[config.mk]
export PLATFORM = sky130hd
export DESIGN_NAME = mips_mc_core
export DESIGN_NICKNAME = d
export VERILOG_FILES = /design/src/rtl/mips_mc_core.sv
export SDC_FILE = /design/constraint.sdc
export NUM_CORES = 2
export LEC_CHECK = 0
export CORE_MARGIN = 3
export CORE_UTILIZATION = 40
export DETAILED_ROUTE_END_ITERATION = 12
export PLACE_DENSITY_LB_ADDON = 0.12
export SLEW_MARGIN = 20
export SYNTH_ARGS = -nofsm -noshare
export SYNTH_HDL_FRONTEND = slang
export SYNTH_SLANG_ARGS = --single-unit
[constraint.sdc]
create_clock -name clk -period 13.3 [get_ports clk]
set_input_delay 1.995 -clock clk [delete_from_list [all_inputs] [get_ports clk]]
set_output_delay 1.995 -clock clk [all_outputs]
set_load 0.02 [all_outputs]
[src/rtl/mips_mc_core.sv]
`default_nettype none
// +--------------------------------------------------------------------------+
// | mips_mc_core : multi-cycle MIPS32 subset core, handshaked I/D ports       |
// | Revision 1.0                                                              |
// +--------------------------------------------------------------------------+
module mips_mc_core #(
  parameter logic [31:0] PC_INIT = 32'h8002_0000,
  parameter logic [31:0] SP_INIT = 32'h8010_0000,
  parameter logic [31:0] RA_INIT = 32'h0000_0000
) (
  input  logic        clk,
  input  logic        reset,
  output logic        imem_req,
  output logic [31:0] imem_addr,
  input  logic        imem_ready,
  input  logic [31:0] imem_rdata,
  output logic        dmem_req,
  output logic        dmem_we,
  output logic [31:0] dmem_addr,
  output logic [31:0] dmem_wdata,
  input  logic        dmem_ready,
  input  logic [31:0] dmem_rdata,
  output logic        retire,
  output logic [31:0] retire_pc,
  output logic        halted
);
  localparam logic [2:0] S_FETCH  = 3'd0;
  localparam logic [2:0] S_DECODE = 3'd1;
  localparam logic [2:0] S_EXEC   = 3'd2;
  localparam logic [2:0] S_MEM    = 3'd3;
  localparam logic [2:0] S_WB     = 3'd4;
  localparam logic [2:0] S_HALT   = 3'd5;

  localparam logic [5:0] OP_RTYPE = 6'h00, OP_J   = 6'h02, OP_JAL = 6'h03;
  localparam logic [5:0] OP_BEQ   = 6'h04, OP_BNE = 6'h05, OP_ADDIU = 6'h09;
  localparam logic [5:0] OP_ORI   = 6'h0D, OP_LUI = 6'h0F, OP_LW = 6'h23, OP_SW = 6'h2B;
  localparam logic [5:0] FN_SLL   = 6'h00, FN_JR  = 6'h08, FN_ADDU = 6'h21;
  localparam logic [5:0] FN_SUBU  = 6'h23, FN_AND = 6'h24, FN_OR = 6'h25, FN_SLT = 6'h2A;

  logic [2:0]  state_q, state_d;
  logic [31:0] pc_q, ir_q, a_q, b_q, result_q, npc_q;
  logic        imem_req_q, dmem_req_q, dmem_we_q, retire_q, halted_q;
  logic [31:0] imem_addr_q, dmem_addr_q, dmem_wdata_q, retire_pc_q;
  logic [31:0] regs_q [32];

  logic [5:0]  w_op, w_funct;
  logic [4:0]  w_rs, w_rt, w_rd, w_shamt, w_dest;
  logic [31:0] w_sext, w_zext, w_pc4, w_br_target, w_j_target, w_alu, w_npc;
  logic        w_legal, w_is_mem, w_misaligned;

  assign w_op         = ir_q[31:26];
  assign w_rs         = ir_q[25:21];
  assign w_rt         = ir_q[20:16];
  assign w_rd         = ir_q[15:11];
  assign w_shamt      = ir_q[10:6];
  assign w_funct      = ir_q[5:0];
  assign w_sext       = {{16{ir_q[15]}}, ir_q[15:0]};
  assign w_zext       = {16'h0000, ir_q[15:0]};
  assign w_pc4        = pc_q + 32'd4;
  assign w_br_target  = w_pc4 + {w_sext[29:0], 2'b00};
  assign w_j_target   = {w_pc4[31:28], ir_q[25:0], 2'b00};
  assign w_is_mem     = (w_op == OP_LW) || (w_op == OP_SW);
  assign w_misaligned = (w_alu[1:0] != 2'b00);

  always_comb begin
    w_legal = 1'b0;
    case (w_op)
      OP_RTYPE: begin
        case (w_funct)
          FN_SLL, FN_JR, FN_ADDU, FN_SUBU, FN_AND, FN_OR, FN_SLT: w_legal = 1'b1;
          default:                                                w_legal = 1'b0;
        endcase
      end
      OP_J, OP_JAL, OP_BEQ, OP_BNE, OP_ADDIU, OP_ORI, OP_LUI, OP_LW, OP_SW: w_legal = 1'b1;
      default: w_legal = 1'b0;
    endcase
  end

  // JAL routes its link value through the ALU result so WB needs one write path
  always_comb begin
    w_alu = 32'h0;
    case (w_op)
      OP_RTYPE: begin
        case (w_funct)
          FN_ADDU: w_alu = a_q + b_q;
          FN_SUBU: w_alu = a_q - b_q;
          FN_AND:  w_alu = a_q & b_q;
          FN_OR:   w_alu = a_q | b_q;
          FN_SLT:  w_alu = {31'h0, $signed(a_q) < $signed(b_q)};
          FN_SLL:  w_alu = b_q << w_shamt;
          default: w_alu = 32'h0;
        endcase
      end
      OP_ADDIU, OP_LW, OP_SW: w_alu = a_q + w_sext;
      OP_ORI:                 w_alu = a_q | w_zext;
      OP_LUI:                 w_alu = {ir_q[15:0], 16'h0000};
      OP_JAL:                 w_alu = w_pc4;
      default:                w_alu = 32'h0;
    endcase
  end

  always_comb begin
    w_npc = w_pc4;
    case (w_op)
      OP_BEQ:     if (a_q == b_q) w_npc = w_br_target;
      OP_BNE:     if (a_q != b_q) w_npc = w_br_target;
      OP_J, OP_JAL: w_npc = w_j_target;
      OP_RTYPE:   if (w_funct == FN_JR) w_npc = a_q;
      default:    w_npc = w_pc4;
    endcase
  end

  always_comb begin
    w_dest = 5'd0;
    case (w_op)
      OP_RTYPE:                      if (w_funct != FN_JR) w_dest = w_rd;
      OP_ADDIU, OP_ORI, OP_LUI, OP_LW: w_dest = w_rt;
      OP_JAL:                        w_dest = 5'd31;
      default:                       w_dest = 5'd0;
    endcase
  end

  always_comb begin
    state_d = state_q;
    case (state_q)
      S_FETCH:  if (imem_req_q && imem_ready) state_d = S_DECODE;
      S_DECODE: state_d = w_legal ? S_EXEC : S_HALT;
      S_EXEC: begin
        if (w_is_mem) state_d = w_misaligned ? S_HALT : S_MEM;
        else          state_d = S_WB;
      end
      S_MEM:    if (dmem_ready) state_d = S_WB;
      S_WB:     state_d = S_FETCH;
      default:  state_d = S_HALT;
    endcase
  end

  always_ff @(posedge clk) begin
    if (reset) begin
      state_q      <= S_FETCH;
      pc_q         <= PC_INIT;
      ir_q         <= 32'h0;
      a_q          <= 32'h0;
      b_q          <= 32'h0;
      result_q     <= 32'h0;
      npc_q        <= 32'h0;
      imem_req_q   <= 1'b0;
      imem_addr_q  <= 32'h0;
      dmem_req_q   <= 1'b0;
      dmem_we_q    <= 1'b0;
      dmem_addr_q  <= 32'h0;
      dmem_wdata_q <= 32'h0;
      retire_q     <= 1'b0;
      retire_pc_q  <= 32'h0;
      halted_q     <= 1'b0;
      for (int i = 0; i < 32; i++)
        regs_q[i] <= (i == 29) ? SP_INIT : (i == 31) ? RA_INIT : 32'h0;
    end else begin
      state_q  <= state_d;
      halted_q <= (state_d == S_HALT);
      case (state_q)
        S_FETCH: begin
          // Only the first fetch after reset needs to raise req here; WB raises it otherwise
          if (!imem_req_q) begin
            imem_req_q  <= 1'b1;
            imem_addr_q <= pc_q;
          end else if (imem_ready) begin
            imem_req_q <= 1'b0;
            ir_q       <= imem_rdata;
          end
        end
        S_DECODE: begin
          a_q <= regs_q[w_rs];
          b_q <= regs_q[w_rt];
        end
        S_EXEC: begin
          result_q <= w_alu;
          npc_q    <= w_npc;
          if (w_is_mem && !w_misaligned) begin
            dmem_req_q   <= 1'b1;
            dmem_we_q    <= (w_op == OP_SW);
            dmem_addr_q  <= w_alu;
            dmem_wdata_q <= b_q;
          end else if (!w_is_mem) begin
            retire_q    <= 1'b1;
            retire_pc_q <= pc_q;
          end
        end
        S_MEM: begin
          if (dmem_ready) begin
            dmem_req_q  <= 1'b0;
            dmem_we_q   <= 1'b0;
            if (!dmem_we_q) result_q <= dmem_rdata;
            retire_q    <= 1'b1;
            retire_pc_q <= pc_q;
          end
        end
        S_WB: begin
          retire_q    <= 1'b0;
          pc_q        <= npc_q;
          imem_req_q  <= 1'b1;
          imem_addr_q <= npc_q;
          if (w_dest != 5'd0) regs_q[w_dest] <= result_q;
        end
        default: begin
        end
      endcase
    end
  end

  assign imem_req   = imem_req_q;
  assign imem_addr  = imem_addr_q;
  assign dmem_req   = dmem_req_q;
  assign dmem_we    = dmem_we_q;
  assign dmem_addr  = dmem_addr_q;
  assign dmem_wdata = dmem_wdata_q;
  assign retire     = retire_q;
  assign retire_pc  = retire_pc_q;
  assign halted     = halted_q;

endmodule
`default_nettype wire
==> impl_results.md <==
* Crit share post-route at roughly 39%
* Most frequent cell after synthesis: edfxtp_1
* Yosys top cell area share at around 40%
* Site Rows at between 150 and 200
* Endpoints failing setup at 0
* Die H at roughly 450 um
* DR pass1 iterations at 6
* Logic pwr share at roughly a fifth
* Dominant cell type by area after synthesis: edfxtp_1
* Post-route ant nets at 0
* Fin. Hold Viols at 0
* Post-DP HPWL at 197,200 um
* Hold endpoint: dmem_wdata[23]
* Yosys warning count at 0
* First-pass GRT wire length at 421,600 um
* H-Tree Depth at 4
* Worst hold stages at 2
* Flop pwr share at a little over two fifths
* Commonest register cell after synthesis: edfxtp_1
* Async SR Flop Fraction at 0%
* Clock Power Share at 37.7%
* CTS max path bufs at 3
* Distinct cells, synth at 90
* Net Sw Frac at 30.43%
* CTS resizes at 0
* Share of layout cells above drive strength 1 at 19.35%
* Max-slew headroom at 20.21%
* Maxcap violations at 0
* Worst-margin pin slew at around 1200 ps
* Post-CTS Setup Repair Bufs at 0
* Via Count at around 55,000
* FMAX at 194.9 MHz
* Crit end category: register
* Initial antenna violation count at 29
* I/O Pins at approximately 200
* Leading post-synthesis cells by cell area: edfxtp_1 40%, mux4_2 19%, dfxtp_1 8.5%
* IO buf count at 200
* Max-slew violation count at 0
* Die area at 0.1984 mm2
* Final WL at 301,900 um
* Psw at 0.003472 W
* Mean Syn Cell Area at 12.42 um2
* Worst Reg2Reg Path Length in Cells at 13
* Starting Density at 40.45%
* Outcome: completed
* Worst Min Path Start: dmem_wdata[23]
* Initial DRC count at 6,439
* RSZ-0062 raised after global routing: false
* Synth Register Bits at 1,352
* Worst-Skew Late Latency at roughly 850 ps
* Data arrival, critical path at between 5000 and 6000 ps
* Routed len/inst at around 34 um
* Worst hold path type: register to register
* Gpl congestion at slightly below 1
* Final setup TNS at 0 ps
* Startpoint Class: register
* Post-synth EDFFs at 1,024
* Util after Layout at 45.89%
* Cells after Synth at 6,222
* Die X at 445.5 um
* Vias/cell at 6.145
* CORE AREA at 0.1910 mm2
* Total power at about 0.011 W
* Setup Skew at 62.77 ps
* Leakage power at approximately 30 nW
* CTS root buffer: clkbuf_16
* Top cells by count, synth: 1,024 x edfxtp_1, 1,003 x and2_1, 660 x mux4_2
* Vias in the first global route at 54,250
* Pin count of the biggest net entering global routing at around 160
* Reg2Reg Capture Point: result_q[26]
* Worst EP required at 13,980 ps
* PwrDens at 130.2 mW/mm2
* Worst reg-to-reg setup slack at 8170 ps
* Register area share after synthesis at 48.31%
* CTS tree: built
* Reg2Reg Launch Point: ir_q[8]
* Clock Pin Slew Worst Setup and Hold Paths at 60 ps
* Layout area overhead at 13.44%
* Critical path fanouts, max at 35
* Mapped Area at around 0.077 mm2
* Critical path type: register to register
* Clock sinks at 1,352
* DRC Markers at 0
* Final nets at 6,482
* CTS Buf Count at 156
* Period minus WS final at 5131 ps
* Maximum VDD drop at a little under 100 uV
* Total GRT Usage at 30.11%
* Total grt overflow at 0
* Hold-fix buffers at CTS at 0
* Int Pwr at 0.007937 W
logic make-up (layout without fill, tap and decap cells):
kind of cell	count (synthesis)	count (layout)	synth area share, %
simple gates	2092	2092	14.41
flops	1352	1352	48.31
compound gates	954	954	8.116
mux	833	833	21.50
buf+inv	710	825	3.589
fa+ha+maj	177	177	2.906
xor+xnor	103	103	1.168
other cells	1	44	0.004854
worst max path at each step:
stage,endpoint,start,cells after the start
after floorplan,regs_q[18][0],reset,5
after global placement,dmem_addr[26],dmem_ready,10
after detailed placement,regs_q[11][19],reset,6
after CTS,b_q[18],ir_q[16],6
after global routing,b_q[18],ir_q[16],6
final,result_q[26],ir_q[8],13
stage by stage:
stage / instance area, um2 / worst slack [ps] / hold WS [ps] / std cells
6_report: 87630 / 8169 / 452.8 / 8891
5_1_grt: 87620 / 7985 / 469.8 / 8885
3_5_place_dp: 82490 / 8003 / 448.0 / 8589
3_3_place_gp: 82430 / 7888 / 444.0 / 8587
2_1_floorplan: 77370 / 7772 / 444.2 / 6253
4_1_cts: 87570 / 8293 / 456.4 / 8878
cells in the final DEF (no fill, tap or decap), types with 16 or more instances in the layout:
master	n
buf_4	189
a21oi_1	300
and3_1	24
ha_1	173
xnor2_1	72
inv_1	137
nand3_1	74
o221ai_1	24
nand2_1	357
conb_1	32
nor4_1	17
or3_1	16
a221o_1	32
a31oi_1	37
mux4_2	660
a211oi_1	125
clkinv_1	31
edfxtp_1	1024
clkbuf_16	158
nor2_1	358
o21ai_4	31
and2_1	1000
nand4_1	20
clkdlybuf4s50_1	199
nand2b_1	18
xor2_1	31
dfxtp_1	311
o21bai_1	22
mux2i_1	160
nor2b_1	25
nor2_4	33
a221oi_1	59
nor3_1	86
clkbuf_1	46
o21ai_0	134
clkinv_2	19
o211ai_1	25
a21o_1	32
per-layer routing:
| metal | global-route usage, % | share of wire [%] |
|---|---|---|
| met1 | 39.71 | 40 |
| met3 | 4.658 | 7.4 |
| met4 | 15.60 | 5.9 |
| met2 | 48.24 | 47 |
| met5 | 0 | 0.0043 |
flip-flops by register name, summed over array words and instances, names as in the netlist:
signal,cells
regs_q,1024
a_q,32
b_q,32
dmem_addr,32
dmem_wdata,32
imem_addr,32
ir_q,32
npc_q,32
pc_q,32
result_q,32
retire_pc,32
state_q,3
dmem_req,1
dmem_we,1
halted,1
imem_req,1
retire,1
critical path, cell delays in order (launching register included):
cell and delay, ps:
dfxtp_1 310, buf_4 450, inv_1 570, ha_1 550, nand2_1 150, o21ai_0 100
a21oi_1 290, a21oi_1 220, or3_1 480, a21oi_1 200, xnor2_1 80, a221o_1 430
nor4_1 940, o21ai_0 210
layout make-up:
| type | count | area, um2 |
|---|---|---|
| fill | 17210 | 103400 |
| multi-input combinational | 4191 | 37920 |
| sequential | 1352 | 37360 |
| clock buffer | 218 | 4313 |
| timing repair buffer | 395 | 3568 |
| tap | 2511 | 3142 |
| clock inverter | 71 | 767.0 |
| inverter | 141 | 531.8 |
| antenna | 12 | 30.03 |
power by group through the flow:
stage	combinational (W)	sequential, W	clock, W
global route	0.00231	0.00491	0.00453
detailed placement	0.00218	0.00498	0
floorplan	0.00133	0.00491	0
finish	0.00221	0.00489	0.00430
global placement	0.00218	0.00497	0
CTS	0.00219	0.00489	0.00437
Power figures use the tool's default switching activity.
